## src/rtl/e155_pkg.sv

```systemverilog
// Board-level constants shared by the E155 switch/LED blocks.
// Timing values are derived from the 48 MHz HSOSC.
package e155_pkg;

  localparam int HSOSC_FREQ_HZ           = 48_000_000;
  localparam int DEBOUNCE_MS             = 5;
  localparam int DEBOUNCE_CYCLES_DEFAULT = HSOSC_FREQ_HZ / 1000 * DEBOUNCE_MS;
  localparam int BLINK_HALF_PERIOD       = 10_000_000;

  // Width of a count that must reach cycles-1; never narrower than one bit.
  function automatic int count_width(input int cycles);
    return (cycles > 1) ? $clog2(cycles) : 1;
  endfunction

endpackage

```

## src/rtl/debounce_bit.sv

```systemverilog
// One switch bit: two-flop synchronizer, stability counter and clean level.
// flip is combinational and marks the edge on which clean takes the new level.
module debounce_bit
  import e155_pkg::*;
#(
  parameter int DEBOUNCE_CYCLES = DEBOUNCE_CYCLES_DEFAULT
) (
  input  logic clk,
  input  logic reset,
  input  logic raw,
  output logic clean,
  output logic flip
);

  logic sync_meta;
  logic sync;
  logic mismatch;

  always_ff @(posedge clk or posedge reset) begin
    if (reset) begin
      sync_meta <= 1'b0;
      sync      <= 1'b0;
    end else begin
      sync_meta <= raw;
      sync      <= sync_meta;
    end
  end

  assign mismatch = sync ^ clean;

  if (DEBOUNCE_CYCLES == 1) begin : g_direct
    assign flip = mismatch;
  end else begin : g_count
    localparam int CW = count_width(DEBOUNCE_CYCLES);
    localparam logic [CW-1:0] CNT_LAST = CW'(DEBOUNCE_CYCLES - 1);

    logic [CW-1:0] cnt;

    assign flip = mismatch && (cnt == CNT_LAST);

    // Any agreement clears the run, so only unbroken mismatch reaches CNT_LAST.
    always_ff @(posedge clk or posedge reset) begin
      if (reset) begin
        cnt <= '0;
      end else if (!mismatch || flip) begin
        cnt <= '0;
      end else begin
        cnt <= cnt + CW'(1);
      end
    end
  end

  always_ff @(posedge clk or posedge reset) begin
    if (reset) begin
      clean <= 1'b0;
    end else if (flip) begin
      clean <= sync;
    end
  end

endmodule

```

## src/rtl/dip_switch_debouncer.sv

```systemverilog
// Debounces the DIP switch vector and emits a registered change strobe
// with a per-bit mask, aligned to the edge on which s_clean updates.
module dip_switch_debouncer
  import e155_pkg::*;
#(
  parameter int WIDTH           = 4,
  parameter int DEBOUNCE_CYCLES = DEBOUNCE_CYCLES_DEFAULT
) (
  input  logic             clk,
  input  logic             reset,
  input  logic [WIDTH-1:0] s_raw,
  output logic [WIDTH-1:0] s_clean,
  output logic             change_pulse,
  output logic [WIDTH-1:0] changed
);

  if (DEBOUNCE_CYCLES < 1) begin : g_bad_cfg
    $error("dip_switch_debouncer: DEBOUNCE_CYCLES must be >= 1");
  end

  logic [WIDTH-1:0] flip;

  for (genvar i = 0; i < WIDTH; i++) begin : g_bit
    debounce_bit #(
      .DEBOUNCE_CYCLES(DEBOUNCE_CYCLES)
    ) u_bit (
      .clk  (clk),
      .reset(reset),
      .raw  (s_raw[i]),
      .clean(s_clean[i]),
      .flip (flip[i])
    );
  end

  always_ff @(posedge clk or posedge reset) begin
    if (reset) begin
      changed      <= '0;
      change_pulse <= 1'b0;
    end else begin
      changed      <= flip;
      change_pulse <= |flip;
    end
  end

endmodule

```

## config.mk

```make
export PLATFORM = sky130hd
export DESIGN_NAME = dip_switch_debouncer
export DESIGN_NICKNAME = d
export VERILOG_FILES = /design/src/rtl/e155_pkg.sv /design/src/rtl/debounce_bit.sv /design/src/rtl/dip_switch_debouncer.sv
export SDC_FILE = /design/constraint.sdc
export NUM_CORES = 1
export LEC_CHECK = 0
export CAP_MARGIN = 20
export CORE_MARGIN = 8
export CORE_UTILIZATION = 32
export DETAILED_ROUTE_END_ITERATION = 10
export GPL_ROUTABILITY_DRIVEN = 0
export GPL_TIMING_DRIVEN = 0
export PLACE_DENSITY_LB_ADDON = 0.05
export SLEW_MARGIN = 15
export SYNTH_ARGS = -nofsm -noshare
export SYNTH_HDL_FRONTEND = slang
export SYNTH_SLANG_ARGS = --single-unit
```

## constraint.sdc

```tcl
create_clock -name clk -period 3.1 [get_ports clk]
set_input_delay 0.62 -clock clk [delete_from_list [all_inputs] [get_ports clk]]
set_output_delay 0.62 -clock clk [all_outputs]
set_load 0.05 [all_outputs]
```

==> impl_metrics.json, run 1 <==
{
  "cp.arrival_ps": 1650,
  "syn_inst": 411,
  "ys_seq_area_frac": 0.5331,
  "netlist_area_sq_um": 4178,
  "synth_edf_count": 0,
  "cts.htree.levels": 3,
  "leakagePower_nw": 1.963,
  "setup_tns_ps": 0,
  "max_freq_mhz": 440.4,
  "syn_nets": 421,
  "drt_iter0_markers": 218,
  "cts_tree": "yes",
  "ir_drop_v": 0.0002692,
  "drt-pass1-iter-count": 4,
  "yosysUniqueCellTypes": 37,
  "ys.flop_type": "dfrtp_1",
  "drv_cap": 0,
  "wl_per_cell_um": 13.28,
  "final_area_sq_um": 4860,
  "hold_path_class": "reg -> reg",
  "io_buffers": 14,
  "setup_viol": 0,
  "hold_buffers": 0,
  "synth_most_common_cell": "dfrtp_1",
  "clock-skew-final_ps": 7.913,
  "diodes": 0,
  "initial_core_util": 0.3297,
  "clkLatencyLatePin_ps": 350,
  "critPathMaxStageDelay_ps": 790,
  "yosys.area.top_type": "dfrtp_1",
  "async_reset_ff_frac": 1.000,
  "grt_pass1_vias": 2729,
  "grt_overflow": 0,
  "cts.repair.resized": 0,
  "path_max_fanout": 3,
  "required_ps": 2480,
  "critPathLaunchType": "register",
  "slew_violations": 0,
  "cp_slowest_cell": "clkdlybuf4s50_1",
  "grt_max_degree": 59,
  "cts_buffers": 9,
  "die_w_um": 130.3,
  "drive_gt1_frac": 0.08844,
  "path_cells": "buf_4 > clkdlybuf4s50_1",
  "grt_antenna_before_repair": 0,
  "grt_pass1_wl_um": 13750,
  "synthToLayoutAreaGrowth_pct": 16.32,
  "viasPerCell": 4.631,
  "drtAntennaViolNets": 0,
  "design.die.area_sq_um": 16970,
  "cts-root-buf": "clkbuf_16",
  "die_h_um": 130.3,
  "postCtsSetupBuffers": 0,
  "dpl_cell_area_sq_um": 4563,
  "fin_crit_sh": 0.7325,
  "rows": 41,
  "relSlewSlack": 0.5284,
  "routed_wl_um": 8143,
  "ioPinCount": 15,
  "hold_viol": 0,
  "yosys.area.top_type_share": 0.5331,
  "clock-sinks": 89,
  "ctsLongestPathBuffers": 2,
  "vias": 2839,
  "cellPowerDensity_nw_per_um2": 489.4,
  "core_area_sq_um": 12670,
  "cp-end-kind": "output port",
  "rsz0062_at_grt": "no",
  "fin_hold_ws_ps": 349.9,
  "synth-seq-cells": 89,
  "dp_hpwl_um": 5476,
  "path_clk_slew_ps": 60,
  "avgSynthCellArea_sq_um": 10.16,
  "synth_common_cells": "dfrtp_1, nor2_1, xnor2_1, nand3_1, nand2_1",
  "outcome": "finished clean",
  "crit_type": "reg -> out",
  "yosys-top-cells-area": "dfrtp_1, xnor2_1, nor2_1",
  "grt_usage": 0.1052,
  "tightest_slew_ps": 703.2,
  "nNetsFinal": 447,
  "drc": 0,
  "min_period_ps": 2271,
  "ys.warnings.count": 0
}
[final cells by class]
type / count / area [sq um]
sequential: 89 / 2227
clock buffer: 12 / 256.5
timing repair buffer: 15 / 167.7
fill: 1296 / 7811
multi-input combinational: 293 / 1818
inverter: 19 / 73.82
clock inverter: 3 / 40.04
buffer: 10 / 61.31
tap: 172 / 215.2
[power by group]
| part | internal (mW) | switching, mW | total (mW) |
|---|---|---|---|
| Clock | 0.661 | 0.438 | 1.10 |
| Sequential | 1.18 | 0.0160 | 1.20 |
| Combinational | 0.0285 | 0.0552 | 0.0837 |
| Total | 1.87 | 0.509 | 2.38 |
[critical path, delay by kind of cell, from the launching register on]
kind     cells  cell delay [ps]
buf+inv      2              910
flops        1              390
[state kept, by name (all words and copies together), names as in the netlist]
register,count
changed,4
g_bit.u_bit.clean,4
g_bit.u_bit.sync,4
g_bit.u_bit.sync_meta,4
g_bit.u_bit.g_count.cnt,72
change_pulse,1
[cells by family after synthesis]
| group | Yosys count | share of synthesized area |
|---|---|---|
| XOR/XNOR | 60 | 0.1258 |
| AND/OR/NAND/NOR | 205 | 0.2549 |
| buffers and inverters | 29 | 0.03175 |
| multiplexers | 6 | 0.01557 |
| adder cells (fa/ha/maj) | 4 | 0.01198 |
| flip-flops | 89 | 0.5331 |
| AO/OA/AOI/OAI | 18 | 0.02695 |
[metal layers]
metal	part of all wire	vias up	track usage
met1	0.50	1327	0.1327
met5	0	-	0
met4	0.017	0	0.04508
met3	0.037	13	0.04080
li1	-	1476	-
met2	0.44	23	0.1569
[cells in the final DEF (no fill, tap or decap), types with 2 or more instances in the layout]
| cell | synthesis | final |
|---|---|---|
| clkdlybuf4s50_1 | 0 | 14 |
| nand3_1 | 24 | 24 |
| nor4_1 | 18 | 18 |
| xnor2_1 | 41 | 41 |
| clkbuf_1 | 1 | 2 |
| xor2_1 | 19 | 19 |
| a31o_2 | 3 | 3 |
| and2_1 | 3 | 3 |
| a21oi_1 | 6 | 6 |
| clkbuf_8 | 0 | 2 |
| dfrtp_1 | 89 | 89 |
| nand4_1 | 19 | 19 |
| nand4b_1 | 6 | 6 |
| mux2_2 | 4 | 4 |
| or3_1 | 6 | 6 |
| and4_1 | 4 | 4 |
| nor3_1 | 17 | 17 |
| inv_1 | 19 | 18 |
| nand2_1 | 21 | 21 |
| buf_4 | 5 | 5 |
| nor4b_1 | 2 | 2 |
| clkinv_2 | 0 | 2 |
| ha_1 | 4 | 4 |
| o21ai_0 | 7 | 7 |
| or2_2 | 2 | 2 |
| and3_1 | 2 | 2 |
| buf_2 | 4 | 4 |
| mux2i_1 | 2 | 2 |
| clkbuf_16 | 0 | 9 |
| nor2_1 | 72 | 72 |
[final timing paths]
path / to / depth (start not counted) / slack (ps) / start
hold reg to reg: g_bit[0].u_bit.sync / 0 / 350 / g_bit[0].u_bit.sync_meta
min in group asynchronous: g_bit[2].u_bit.g_count.cnt[1] / 2 / 640 / reset
hold / removal: g_bit[0].u_bit.sync / 0 / 350 / g_bit[0].u_bit.sync_meta
setup reg to reg: g_bit[0].u_bit.g_count.cnt[11] / 5 / 920 / g_bit[0].u_bit.g_count.cnt[14]
setup / recovery: s_clean[1] / 2 / 830 / g_bit[1].u_bit.clean
max in group asynchronous: g_bit[0].u_bit.g_count.cnt[5] / 3 / 1820 / reset
[through the flow]
step,power (mW),instances,util,setup slack [ps]
after floorplan,1.270,411,-,173.1
after global placement,1.299,597,0.3578,-1459
after detailed placement,1.304,598,0.3601,891.3
after CTS,2.446,613,0.3835,794.7
after global routing,2.487,613,0.3835,677.7
final,2.378,613,0.3835,829.4
No activity file was read; power rests on OpenSTA's default activity.
==> inputs of run 2 (changes only) <==
- clock period: 3.1 -> 2.2 ns (I/O delays scaled with it)
==> run 2 against run 1 <==
Clock power is 55% higher. Non-clock buffer count rose by 3. Largest power group is now clock. Global-route usage decreased by 0.11 points. Wire length up 0.21%. First-iteration DRC count fell by 19%.
==> impl_metrics.json, run 2 (synthesis results as in run 1) <==
{
  "cp.arrival_ps": 1640,
  "critPathLaunchType": "register",
  "clock-sinks": 89,
  "diodes": 0,
  "ir_drop_v": 0.0005480,
  "largest_reg_flops": 72,
  "vias": 2892,
  "drtAntennaViolNets": 0,
  "wl_per_cell_um": 13.25,
  "clkLatencyLatePin_ps": 340,
  "die_h_um": 130.3,
  "cts-root-buf": "clkbuf_16",
  "design.die.area_sq_um": 16970,
  "path_clk_slew_ps": 60,
  "grt_overflow": 0,
  "viasPerCell": 4.695,
  "routed_wl_um": 8160,
  "crit_type": "reg -> out",
  "ctsLongestPathBuffers": 2,
  "total_power_mw": 3.508,
  "hold_viol": 0,
  "cellPowerDensity_nw_per_um2": 707.8,
  "max_freq_mhz": 481.3,
  "cp_slowest_cell": "clkdlybuf4s50_1",
  "io_buffers": 14,
  "critPathTopFamily": "buffers and inverters",
  "path_cells": "buf_4 > clkdlybuf4s50_1",
  "leakagePower_nw": 1.996,
  "drv_cap": 0,
  "nNetsFinal": 450,
  "fin_crit_sh": 0.9444,
  "grt_max_degree": 33,
  "required_ps": 1760,
  "grt_usage": 0.1041,
  "dp_hpwl_um": 5675,
  "grt_pass1_wl_um": 13590,
  "setup_tns_ps": 0,
  "hold_path_class": "reg -> reg",
  "min_period_ps": 2078,
  "cts_tree": "yes",
  "critPathMaxStageDelay_ps": 800,
  "slew_violations": 0,
  "drt-pass1-iter-count": 4,
  "grt_antenna_before_repair": 0,
  "core_area_sq_um": 12670,
  "synthToLayoutAreaGrowth_pct": 18.63,
  "clock-skew-final_ps": 5.624,
  "cts_buffers": 9,
  "path_buf_inv": 2,
  "cts.htree.levels": 3,
  "rows": 41,
  "layout_commonest_cell": "dfrtp_1",
  "drt_iter0_markers": 177,
  "top_register": "g_bit.u_bit.g_count.cnt",
  "die_w_um": 130.3,
  "drive_gt1_frac": 0.09685,
  "relSlewSlack": 0.6008,
  "fin_hold_ws_ps": 344.2,
  "final_cell_mix": "dfrtp_1, nor2_1, xnor2_1",
  "setup_viol": 0,
  "tightest_slew_ps": 590.4,
  "grt_pass1_vias": 2724,
  "initial_core_util": 0.3297,
  "cp-end-kind": "output port",
  "path_max_fanout": 3,
  "ioPinCount": 15,
  "drc": 0,
  "outcome": "finished clean",
  "rsz0062_at_grt": "no"
}
==> run 2: area by class of cell <==
type,count,area (sq um)
Buffer,10,61.31
Timing Repair Buffer,18,215.2
Inverter,19,75.07
Multi-Input combinational cell,293,1832
Clock inverter,2,60.06
Clock buffer,13,270.3
Sequential cell,89,2227
Tap cell,172,215.2
Fill cell,1260,7715
==> run 2: metrics by stage <==
stage | area (sq um) | util | cells | setup WS, ps
floorplan | 4182 | - | 411 | 431.3
global placement | 4537 | 0.3581 | 597 | -360.6
detailed placement | 4604 | 0.3634 | 600 | 7.460
CTS | 4943 | 0.3901 | 615 | 3.901
global route | 4956 | 0.3911 | 616 | 12.35
finish | 4956 | 0.3911 | 616 | 122.3
==> run 2: path summary, 6_finish.rpt <==
kind,slack (ps),start,to,cells after the start
max,120,g_bit[0].u_bit.clean,s_clean[0],2
max reg2reg,170,g_bit[1].u_bit.g_count.cnt[7],g_bit[1].u_bit.g_count.cnt[8],5
max in group asynchronous,1020,reset,g_bit[0].u_bit.g_count.cnt[3],5
min reg2reg,340,g_bit[3].u_bit.sync_meta,g_bit[3].u_bit.sync,0
min in group asynchronous,360,reset,g_bit[1].u_bit.g_count.cnt[5],2
min,340,g_bit[3].u_bit.sync_meta,g_bit[3].u_bit.sync,0
==> run 2: metal layers <==
layer | wire [um] | track usage | part of all wire | vias to the layer above
met1 | 4087 | 0.1319 | 0.50 | 1374
li1 | - | - | - | 1475
met5 | 0 | 0 | 0 | -
met4 | 98 | 0.03484 | 0.012 | 0
met2 | 3620 | 0.1578 | 0.44 | 37
met3 | 354 | 0.04202 | 0.043 | 6
==> run 2: power by group <==
group / internal [mW] / switching (mW) / total, mW
sequential: 1.66 / 0.0224 / 1.68
combinational: 0.0476 / 0.0778 / 0.125
clock: 1.08 / 0.615 / 1.70
total: 2.79 / 0.716 / 3.51
==> run 2: repair_timing <==
action / 4_1_cts / 5_1_grt
setup buffers: 0 / 1
hold buffers: 0 / 0
setup endpoints to repair: 1 / 10
hold endpoints to repair: 0 / 0
gates resized for setup: 1 / 1
pin swaps: 0 / 1
==> inputs of run 3 (changes only) <==
- CTS_BUF_LIST: default -> sky130_fd_sc_hd__clkbuf_4 sky130_fd_sc_hd__clkbuf_8
==> run 3 against run 2 <==
Via count shrank 0.55%. Global-route usage shrank 0.052 points. Hold slack lost 14 ps. Die area is the same. Final area shrank 2.0%. Combinational power is essentially flat. Sequential cell count is the same. Wire length shrank 0.77%.
==> impl_metrics.json, run 3 (synthesis results as in run 1) <==
{
  "outcome": "finished clean",
  "drtAntennaViolNets": 0,
  "top_register": "g_bit.u_bit.g_count.cnt",
  "final_cell_mix": "dfrtp_1, nor2_1, xnor2_1",
  "vias": 2876,
  "grt_overflow": 0,
  "cts.htree.levels": 3,
  "final-seq-area_sq_um": 2227,
  "ir_drop_v": 0.0002892,
  "critPathMaxStageDelay_ps": 800,
  "drc": 0,
  "slew_violations": 0,
  "setup_viol": 0,
  "design.die.area_sq_um": 16970,
  "hold_viol": 0,
  "diodes": 0,
  "path_clk_slew_ps": 80,
  "critPathLaunchType": "register",
  "grt_antenna_before_repair": 0,
  "grt_pass1_wl_um": 13560,
  "hold_path_class": "in -> async",
  "cts_tree": "yes",
  "cts_buffers": 9,
  "layout_commonest_cell": "dfrtp_1",
  "routed_wl_um": 8097,
  "die_h_um": 130.3,
  "tightest_slew_ps": 593.6,
  "cp.arrival_ps": 1670,
  "max_freq_mhz": 475.0,
  "drive_gt1_frac": 0.09910,
  "path_max_fanout": 3,
  "drv_cap": 0,
  "fin_cells": 616,
  "clock-sinks": 89,
  "initial_core_util": 0.3297,
  "viasPerCell": 4.669,
  "crit_type": "reg -> out",
  "core_area_sq_um": 12670,
  "reg2reg_depth": 5,
  "dp_hpwl_um": 5675,
  "drt_iter0_markers": 186,
  "multi_input_area_sq_um": 1832,
  "grt_pass1_vias": 2717,
  "r2r-end": "g_bit[1].u_bit.g_count.cnt[8]",
  "fin_hold_ws_ps": 329.8,
  "clock-skew-final_ps": 9.740,
  "drt-pass1-iter-count": 4,
  "r2r_setup_slack_ps": 160,
  "ioPinCount": 15,
  "required_ps": 1760,
  "largest_reg_flops": 72,
  "cp_slowest_cell": "clkdlybuf4s50_1",
  "timing.rr.start": "g_bit[1].u_bit.g_count.cnt[7]",
  "startpoint": "g_bit[0].u_bit.clean",
  "io_buffers": 14,
  "ctsLongestPathBuffers": 2,
  "cts-root-buf": "clkbuf_8",
  "grt_max_degree": 33,
  "min_period_ps": 2105,
  "hold_buffers": 0,
  "fillerInstances": 1269,
  "fin_crit_sh": 0.9570,
  "wl_per_cell_um": 13.14,
  "die_w_um": 130.3,
  "dp.cells": 600,
  "cp-end-kind": "output port",
  "nNetsFinal": 450,
  "cellPowerDensity_nw_per_um2": 641.3,
  "clkLatencyLatePin_ps": 370,
  "relSlewSlack": 0.5987,
  "leakagePower_nw": 1.953,
  "crit_path_end": "s_clean[0]",
  "rsz0062_at_grt": "no",
  "synthToLayoutAreaGrowth_pct": 16.29,
  "path_cells": "buf_4 > clkdlybuf4s50_1",
  "rows": 41,
  "grt_usage": 0.1036
}
## run 3: cell counts in the layout (fill, tap and decap cells not counted)
No cell type changed its count.
## run 3: metrics by stage
stage | utilization | worst slack [ps] | power [mW] | TNS, ps | area [sq um]
after floorplan | - | 431.3 | 1.790 | 0 | 4182
after global placement | 0.3581 | -360.6 | 1.831 | -31350 | 4537
after global routing | 0.3834 | 8.882 | 3.263 | 0 | 4858
after CTS | 0.3828 | 42.50 | 3.189 | 0 | 4851
after detailed placement | 0.3634 | 7.460 | 1.845 | 0 | 4604
final | 0.3834 | 94.54 | 3.116 | 0 | 4858
## run 3: worst min-delay path by stage
stage | startpoint | to | slack [ps] | cells past startpoint
floorplan | g_bit[0].u_bit.sync_meta | g_bit[0].u_bit.sync | 330 | 0
detailed placement | g_bit[3].u_bit.sync_meta | g_bit[3].u_bit.sync | 340 | 0
global route | reset | g_bit[1].u_bit.g_count.cnt[7] | 320 | 2
global placement | g_bit[1].u_bit.sync_meta | g_bit[1].u_bit.sync | 330 | 0
finish | reset | g_bit[1].u_bit.g_count.cnt[5] | 330 | 2
CTS | reset | g_bit[1].u_bit.g_count.cnt[5] | 310 | 2
## run 3: layer usage
metal | global-route usage | share of wire | vias to the layer above
li1 | - | - | 1475
met5 | 0 | 0 | -
met2 | 0.1575 | 0.45 | 27
met4 | 0.03484 | 0.012 | 0
met1 | 0.1314 | 0.50 | 1368
met3 | 0.04080 | 0.040 | 6
## run 3: power breakdown
part,internal (mW),switching (mW)
clock,0.740,0.568
sequential,1.66,0.0223
combinational,0.0476,0.0778
total,2.45,0.668
## run 3: timing repair
item / in CTS / in global routing
endpoints found under the hold margin: 0 / 0
pin swaps: 0 / 1
setup endpoints to repair: 3 / 10
buffers inserted: 0 / 1
gates cloned: 0 / 0
gates resized for setup: 2 / 0
## run 3: worst max-delay path: cells and delay by family, from the launching register on
| kind | cells | cell delay (ps) |
|---|---|---|
| buffers and inverters | 2 | 920 |
| DFF | 1 | 390 |
## run 3: final cells by class
type	instances	area share
Timing Repair Buffer	18	0.04430
Inverter	19	0.01545
Sequential cell	89	0.4584
Tap cell	172	0.04430
Clock buffer	13	0.03554
Multi-Input combinational cell	293	0.3770
Clock inverter	2	0.01236
Buffer	10	0.01262
